### config.mk
export PLATFORM = sky130hd
export DESIGN_NAME = proc_bus_requester
export DESIGN_NICKNAME = d
export VERILOG_FILES = /design/src/rtl/proc_bus_requester.sv
export SDC_FILE = /design/constraint.sdc
export NUM_CORES = 1
export LEC_CHECK = 0
export CAP_MARGIN = 10
export CORE_MARGIN = 2
export CORE_UTILIZATION = 40
export CTS_CLUSTER_SIZE = 25
export DETAILED_ROUTE_END_ITERATION = 8
export GPL_ROUTABILITY_DRIVEN = 0
export SLEW_MARGIN = 20
export SYNTH_ARGS = -nofsm -noshare
export SYNTH_HDL_FRONTEND = slang
export SYNTH_SLANG_ARGS = --single-unit
### constraint.sdc
create_clock -name clk -period 3.5 [get_ports clk]
set_input_delay 0.35 -clock clk [delete_from_list [all_inputs] [get_ports clk]]
set_output_delay 0.35 -clock clk [all_outputs]
set_load 0.05 [all_outputs]
### src/rtl/proc_bus_requester.sv
// Processor-side requester for Processor_Bus: queues commands, runs one bus transfer at a time
// and returns ordered responses. Define PBR_TIMEOUT_EN to enable the WAIT-state watchdog.
module proc_bus_requester #(
    parameter int CMD_DEPTH      = 4,
    parameter int RSP_DEPTH      = 4,
    parameter int TIMEOUT_CYCLES = 64
) (
    input  logic       clk,
    input  logic       reset,
    input  logic       cmd_valid,
    output logic       cmd_ready,
    input  logic       cmd_write,
    input  logic [1:0] cmd_sel,
    input  logic [7:0] cmd_addr,
    input  logic [7:0] cmd_wdata,
    input  logic [7:0] cmd_wait,
    output logic       rsp_valid,
    input  logic       rsp_ready,
    output logic [7:0] rsp_rdata,
    output logic       rsp_write,
    output logic       rsp_err,
    output logic       pb_start,
    output logic       pb_write,
    output logic [1:0] pb_sel,
    output logic [7:0] pb_addr,
    output logic [7:0] pb_wdata,
    output logic [7:0] pb_wait_cycles,
    input  logic       pb_ready,
    input  logic [7:0] pb_rdata,
    output logic       busy,
    output logic [1:0] fsm_state
);

    localparam int CAW = $clog2(CMD_DEPTH);
    localparam int RAW = $clog2(RSP_DEPTH);
    localparam logic [CAW:0] CMD_FULL = (CAW+1)'(CMD_DEPTH);
    localparam logic [RAW:0] RSP_FULL = (RAW+1)'(RSP_DEPTH);

    if (CMD_DEPTH < 2 || (CMD_DEPTH & (CMD_DEPTH - 1)) != 0) begin : g_bad_cmd_depth
        $error("CMD_DEPTH must be a power of 2 and at least 2");
    end
    if (RSP_DEPTH < 2 || (RSP_DEPTH & (RSP_DEPTH - 1)) != 0) begin : g_bad_rsp_depth
        $error("RSP_DEPTH must be a power of 2 and at least 2");
    end
    if (TIMEOUT_CYCLES < 1 || TIMEOUT_CYCLES > 65535) begin : g_bad_timeout
        $error("TIMEOUT_CYCLES must fit the 16-bit watchdog");
    end

    typedef enum logic [1:0] {IDLE, ISSUE, WAIT, RESP} state_t;

    state_t state, state_next;

    // Valid/ready: a command transfers on any edge where cmd_valid & cmd_ready,
    // a response on any edge where rsp_valid & rsp_ready; both sides may hold valid indefinitely.
    logic [26:0]    cmd_mem [CMD_DEPTH];
    logic [CAW-1:0] cmd_wr_ptr, cmd_rd_ptr;
    logic [CAW:0]   cmd_count;
    logic           cmd_push, cmd_pop;
    logic [26:0]    cmd_head;

    logic [9:0]     rsp_mem [RSP_DEPTH];
    logic [RAW-1:0] rsp_wr_ptr, rsp_rd_ptr;
    logic [RAW:0]   rsp_count;
    logic           rsp_push, rsp_pop;

    logic       load_en, cap_en, cap_write, cap_err, timed_out;
    logic [7:0] cap_rdata;
    logic [7:0] res_rdata;
    logic       res_write, res_err;

    assign cmd_ready = (cmd_count != CMD_FULL);
    assign cmd_push  = cmd_valid & cmd_ready;
    assign cmd_head  = cmd_mem[cmd_rd_ptr];

    always_ff @(posedge clk) begin
        if (cmd_push) begin
            cmd_mem[cmd_wr_ptr] <= {cmd_write, cmd_sel, cmd_addr, cmd_wdata, cmd_wait};
        end
    end

    always_ff @(posedge clk) begin
        if (reset) begin
            cmd_wr_ptr <= '0;
            cmd_rd_ptr <= '0;
            cmd_count  <= '0;
        end else begin
            if (cmd_push) cmd_wr_ptr <= cmd_wr_ptr + 1'b1;
            if (cmd_pop)  cmd_rd_ptr <= cmd_rd_ptr + 1'b1;
            case ({cmd_push, cmd_pop})
                2'b10:   cmd_count <= cmd_count + 1'b1;
                2'b01:   cmd_count <= cmd_count - 1'b1;
                default: cmd_count <= cmd_count;
            endcase
        end
    end

    assign rsp_valid = (rsp_count != '0);
    assign rsp_pop   = rsp_valid & rsp_ready;
    assign {rsp_rdata, rsp_write, rsp_err} = rsp_mem[rsp_rd_ptr];

    always_ff @(posedge clk) begin
        if (rsp_push) begin
            rsp_mem[rsp_wr_ptr] <= {res_rdata, res_write, res_err};
        end
    end

    always_ff @(posedge clk) begin
        if (reset) begin
            rsp_wr_ptr <= '0;
            rsp_rd_ptr <= '0;
            rsp_count  <= '0;
        end else begin
            if (rsp_push) rsp_wr_ptr <= rsp_wr_ptr + 1'b1;
            if (rsp_pop)  rsp_rd_ptr <= rsp_rd_ptr + 1'b1;
            case ({rsp_push, rsp_pop})
                2'b10:   rsp_count <= rsp_count + 1'b1;
                2'b01:   rsp_count <= rsp_count - 1'b1;
                default: rsp_count <= rsp_count;
            endcase
        end
    end

`ifdef PBR_TIMEOUT_EN
    logic [15:0] wait_timer;

    // Holds at zero outside WAIT, so it is always cleared on entry.
    always_ff @(posedge clk) begin
        if (reset || state != WAIT) begin
            wait_timer <= '0;
        end else begin
            wait_timer <= wait_timer + 1'b1;
        end
    end

    assign timed_out = (state == WAIT) && (wait_timer == 16'(TIMEOUT_CYCLES - 1));
`else
    assign timed_out = 1'b0;
`endif

    always_ff @(posedge clk) begin
        if (reset) begin
            state <= IDLE;
        end else begin
            state <= state_next;
        end
    end

    // Only the IDLE state pops, and only if the result is guaranteed a response slot,
    // so the RESP push can never overflow.
    always_comb begin
        state_next = state;
        cmd_pop    = 1'b0;
        load_en    = 1'b0;
        cap_en     = 1'b0;
        cap_rdata  = 8'h00;
        cap_write  = 1'b0;
        cap_err    = 1'b0;
        rsp_push   = 1'b0;
        case (state)
            IDLE: begin
                if (cmd_count != '0 && rsp_count < RSP_FULL) begin
                    cmd_pop = 1'b1;
                    if (cmd_head[25:24] == 2'd0) begin
                        cap_en     = 1'b1;
                        cap_write  = cmd_head[26];
                        cap_err    = 1'b1;
                        state_next = RESP;
                    end else begin
                        load_en    = 1'b1;
                        state_next = ISSUE;
                    end
                end
            end
            ISSUE: state_next = WAIT;
            WAIT: begin
                if (pb_ready) begin
                    cap_en     = 1'b1;
                    cap_rdata  = pb_write ? 8'h00 : pb_rdata;
                    cap_write  = pb_write;
                    state_next = RESP;
                end else if (timed_out) begin
                    cap_en     = 1'b1;
                    cap_write  = pb_write;
                    cap_err    = 1'b1;
                    state_next = RESP;
                end
            end
            RESP: begin
                rsp_push   = 1'b1;
                state_next = IDLE;
            end
            default: state_next = IDLE;
        endcase
    end

    always_ff @(posedge clk) begin
        if (reset) begin
            pb_write       <= 1'b0;
            pb_sel         <= 2'd0;
            pb_addr        <= 8'h00;
            pb_wdata       <= 8'h00;
            pb_wait_cycles <= 8'h00;
            res_rdata      <= 8'h00;
            res_write      <= 1'b0;
            res_err        <= 1'b0;
        end else begin
            if (load_en) begin
                {pb_write, pb_sel, pb_addr, pb_wdata, pb_wait_cycles} <= cmd_head;
            end else if (state == RESP) begin
                pb_sel <= 2'd0;
            end
            if (cap_en) begin
                res_rdata <= cap_rdata;
                res_write <= cap_write;
                res_err   <= cap_err;
            end
        end
    end

    assign pb_start  = (state == ISSUE);
    assign busy      = (state != IDLE) || (cmd_count != '0);
    assign fsm_state = state;

endmodule

# Word-level counts from Yosys, hierarchy flattened
# Memory sizes are Yosys's and may differ from the RTL's. A register that Yosys moved wholly into a read port is not among the register bits.
# Cells that the tools add are included.
[totals]
regBits = 53
mem_bits_rw = 148
in_bits = 40
out_inout_bits = 43
wordCells = 83
n_memories = 2
[op_classes]
n_addsub = 8
magnitude_cmp = 1
eq_ne = 10
n_mux = 34
n_bitwise = 2
n_reduce_logical = 11
[mem_list]
columns = ["name", "words", "word_bits", "read_ports", "rd_ports_with_merged_regs", "wr", "line", "rtl"]
rows = [
  ["cmd_mem", 4, 27, 1, 1, 1, "55", "logic [26:0] cmd_mem [CMD_DEPTH];"],
  ["rsp_mem", 4, 10, 1, 1, 1, "61", "logic [9:0] rsp_mem [RSP_DEPTH];"],
]
[op_table]
columns = ["cell", "n"]
rows = [
  ["8-bit two-way mux", 3],
  ["2-bit two-way mux", 9],
  ["1-bit two-way mux", 17],
  ["3-bit case mux with 2 select lines", 2],
  ["2-bit by 1-bit adder with 2-bit output, second input constant", 4],
  ["2-bit == test, second input constant", 4],
  ["2-bit case mux with 4 select lines", 1],
  ["2-bit nonzero test", 4],
  ["3-bit by 1-bit adder with 3-bit output, second input constant", 2],
  ["2-bit by 1-bit == test with 1-bit output, second input constant", 3],
  ["3-bit nonzero test", 2],
  ["3-bit by 1-bit subtractor with 3-bit output, second input constant", 2],
  ["2-bit zero test", 2],
  ["2-bit inequality test, second input constant", 2],
  ["1-bit case mux with 2 select lines", 2],
  ["3-bit less-than comparator, second input constant", 1],
  ["3-bit inequality test, second input constant", 1],
  ["1-bit AND", 2],
  ["2-bit AND reduction", 1],
  ["1-bit logical AND", 1],
  ["1-bit logical OR", 1],
]

# Logic depth before layout (Yosys ltp)
[depth]
depth_word = 6
ltp_mapped = 11
mapped_depth_nobuf = 10

# Least setup slack after synthesis
# Ideal clock, no wire load.
[synth_path]
kind = "reg-to-reg"
start = "register state[0] (netlist: fsm_state[0])"
end = "register cmd_count[2]"
arrival_ns = 2.696
path_slack_ns = 0.733
stages_incl_launch_ff = 12
path_buffers = 1
period_less_slack_ns = 2.767
path_cell_list = "dfxtp_1 -> inv_1 -> ha_1 -> clkbuf_1 -> nand3_1 -> inv_2 -> ha_1 -> inv_1 -> fa_1 -> xor2_1 -> or3_1 -> a21oi_1"
[synth_via]
elab_chain_len = 4
[synth_rtl]
columns = ["element", "line", "rtl"]
rows = [
  ["from (decl)", "51", "state_t state, state_next;"],
  ["from (signal assigned)", "144", "state <= state_next;"],
  ["2-bit zero test *", "159", "case (state)"],
  ["1-bit two-way mux *", "159", ""],
  ["via cmd_pop", "58", "logic cmd_push, cmd_pop;"],
  ["2-bit by 1-bit == test with 1-bit output or 2-bit == test (tied branches)", "89", "case ({cmd_push, cmd_pop})"],
  ["3-bit case mux with 2 select lines or 2-bit nonzero test (tied branches)", "-", ""],
  ["to (signal assigned)", "90", "2'b10: cmd_count <= cmd_count + 1'b1;"],
  ["to (signal assigned)", "91", "2'b01: cmd_count <= cmd_count - 1'b1;"],
  ["to (signal assigned)", "92", "default: cmd_count <= cmd_count;"],
  ["to (decl)", "57", "logic [CAW:0] cmd_count;"],
]
# The timed path passes the listed nets; every way through them passes the cells marked *.
# A chain may end at the register's enable or synchronous reset.

==> metrics.txt <==
status finished, final reports clean; Internal Power 0.00530 W; proportion of netlist area held by the largest area contributor between 50% and 60%; Comb pwr share a little under a third; synth unique cells 33; simple-gate share of the synthesized area ~4.8%; Clock Latency Late Sink slightly above 0.5 ns; Hold Slack slightly above 0.4 ns; fin. max-slew vios 0; Worst Path Class, Setup flip-flop to output port; largest net degree at the start of global routing 38; minimum clock period 2.92 ns; syn avg cell area ~17 um2; startpoint types flip-flop; Final Hold Viols 0; count leader, synth edfxtp_1; RSZ-0062 raised after global routing no; pwr dens between 800 and 900 mW/mm2; dpl hpwl 9.18 mm; root buffer cell clkbuf_16; CORE AREA between 0.015 and 0.02 mm2; vias in the first global route 4326; share of layout cells above drive strength 1 about 15%; Die Span X 143 um; Synth Area in Compound Gates between 2 and 3%; maximum vdd drop approximately 460 uV; cell taking the most area after synthesis edfxtp_1; fmax between 0.3 and 0.4 GHz; Cells after Synth approximately 450; Clk pwr share roughly 28%; starting density of the core between 40% and 50%; Util after Layout a little over 50%; Hold Buf Count CTS 0; WP data arrival 2.57 ns; Area contributors post-synth edfxtp_1 (57%), dfxtp_1 (15%), mux4_2 (10%); setup bufs post-CTS 0; vias per cell about 5; xor and xnor area share after synthesis around 1.1%; Post-Syn Area approximately 0.0078 mm2; Worst path slowest cell dfxtp_1; Ys Warns 0; CTS Sinks 205; Fin Setup TNS 0 ns; Seq/Total Area, Yosys a little under three quarters; clock tree from TritonCTS yes; Synth Area in Adders roughly 2.8%; Leak Pwr ~3.3 nW; total CTS buffers 22; clock skew 0.0231 ns; critical path fanouts, max 10; asr flop ratio synth 0%; maximum buffer depth of the clock tree 3; dpl ws approximately 0.75 ns; register clock-pin slew on the reported worst setup and hold paths 0.06 ns; drt wl/cell 18.1 um; post-synthesis mux area share roughly 14%; Main synth FF type edfxtp_1; Antenna Nets Post-Route 0; EDFF count, synth 148; 1st-iter DRT viols 164; period utilization 83.5%; max incr delay on CP 0.76 ns; HP Class input pin to flip-flop; Site Rows 50; via count a little over 4000; initial antenna violation count 0; DR pass1 iterations 4; critical-path cell list mux4_2, clkdlybuf4s50_1; first-pass GRT wire length roughly 23 mm; Worst EP required ~3.2 ns; Critical Path Sink Type output port; Remaining Overflow, GRT 0; DRC 0; # setup viols final 0; Layout area overhead 23.3%; Ports between 80 and 90; Die Area between 0.02 and 0.025 mm2; Max-cap violations 0; Synth Register Bits around 200; # H-tree levels 1; Total GRT Usage between 10% and 20%; final worst slack between 0.5 and 0.6 ns; worst path bufs/invs 1; syn_nets a little over 500; DP Area 0.00886 mm2; kind of cell adding the most delay to the critical path flip-flops; post-route design area 0.00957 mm2; nets between 500 and 600; Flop pwr share roughly 40%; cts repair resizes 0; switch share roughly 33%; top cells by count, synth edfxtp_1 (148), dfxtp_1 (57), nor2_1 (43); DIE HEIGHT approximately 140 um; switching pwr approximately 0.0026 W; relative slew slack between 40 and 50%; Total Wirelength around 15 mm; ant diodes 0; Buffers on Ports a little over 80; pin slew with the least headroom to its limit ~0.76 ns; main combinational cell family by area after synthesis multiplexers; R2R setup slack slightly above 0.7 ns
[path summary, 6_finish.rpt]
| kind | start | end | depth (start not counted) |
|---|---|---|---|
| worst min register to register | pb_wait_cycles[1] | pb_wait_cycles[1] | 2 |
| worst min-delay path | reset | pb_wait_cycles[7] | 2 |
| worst max register to register | fsm_state[0] | cmd_count[2] | 10 |
| worst max-delay path | flip-flop | rsp_err | 2 |
[registers in the layout, indices dropped and copies added, names as in the netlist, 3 cells and up, named ones only]
register and flops:
pb_wait_cycles 8, res_rdata 8, cmd_mem 108, cmd_count 3
rsp_mem 40, pb_wdata 8, rsp_count 3, pb_addr 8
[cell families after synthesis]
family                   count (synthesis)
AO/OA/AOI/OAI                           35
flip-flops                             205
adder cells (fa/ha/maj)                 16
buffers and inverters                   36
XOR/XNOR                                10
multiplexers                            64
AND/OR/NAND/NOR                         83
[layer usage]
metal / track usage, % / vias up / wire (um)
li1: - / 1900 / -
met1: 18.7 / 2054 / 6310
met2: 25.6 / 122 / 7310
met3: 3.63 / 23 / 856
met4: 4.23 / 0 / 325
met5: 0 / - / 0
[power by group through the flow]
stage	logic (W)	registers, W	clock network, W
2_1_floorplan	0.00150	0.00353	0
3_3_place_gp	0.00246	0.00322	0
3_5_place_dp	0.00252	0.00324	0
4_1_cts	0.00253	0.00319	0.00230
5_1_grt	0.00268	0.00323	0.00240
6_report	0.00249	0.00318	0.00225
[cell usage in the layout (no fill, tap or decap), types with 2 or more instances in the layout]
master           synthesis  layout
o21ai_0                  3       3
mux4_2                  35      35
edfxtp_1               148     148
nor3_1                   2       2
clkbuf_1                12       2
and3_1                   5       5
bufinv_16                0       2
nand3_1                  4       4
nand2_1                 15      15
xor2_1                   6       6
and2_1                   5       5
mux2i_1                 27      27
buf_4                    0       8
mux4_1                   2       2
ha_1                    14      14
nor2_1                  43      43
clkbuf_16                0      22
xnor2_1                  4       4
dfxtp_1                 57      56
clkbuf_8                 0       2
o211ai_1                 9       9
inv_1                   15      15
or3_1                    3       3
clkinv_1                 0       3
a21oi_1                 19      19
fa_1                     2       2
clkdlybuf4s50_1          0      81
nand4_1                  3       3
clkinv_2                 0       6
[area by class of cell]
class | count | area [um2]
inverters | 16 | 60.1
clock inverters | 13 | 126
flip-flops and latches | 205 | 5590
well taps | 260 | 325
fillers | 1604 | 9320
multi-input cells | 208 | 2010
repair buffers | 90 | 876
clock buffers | 26 | 586
[per-stage QoR]
stage | total power [W] | cells
5_1_grt | 0.00831 | 818
3_5_place_dp | 0.00576 | 779
2_1_floorplan | 0.00503 | 449
6_report | 0.00792 | 818
3_3_place_gp | 0.00568 | 779
4_1_cts | 0.00802 | 818
Power figures use the tool's default switching activity.
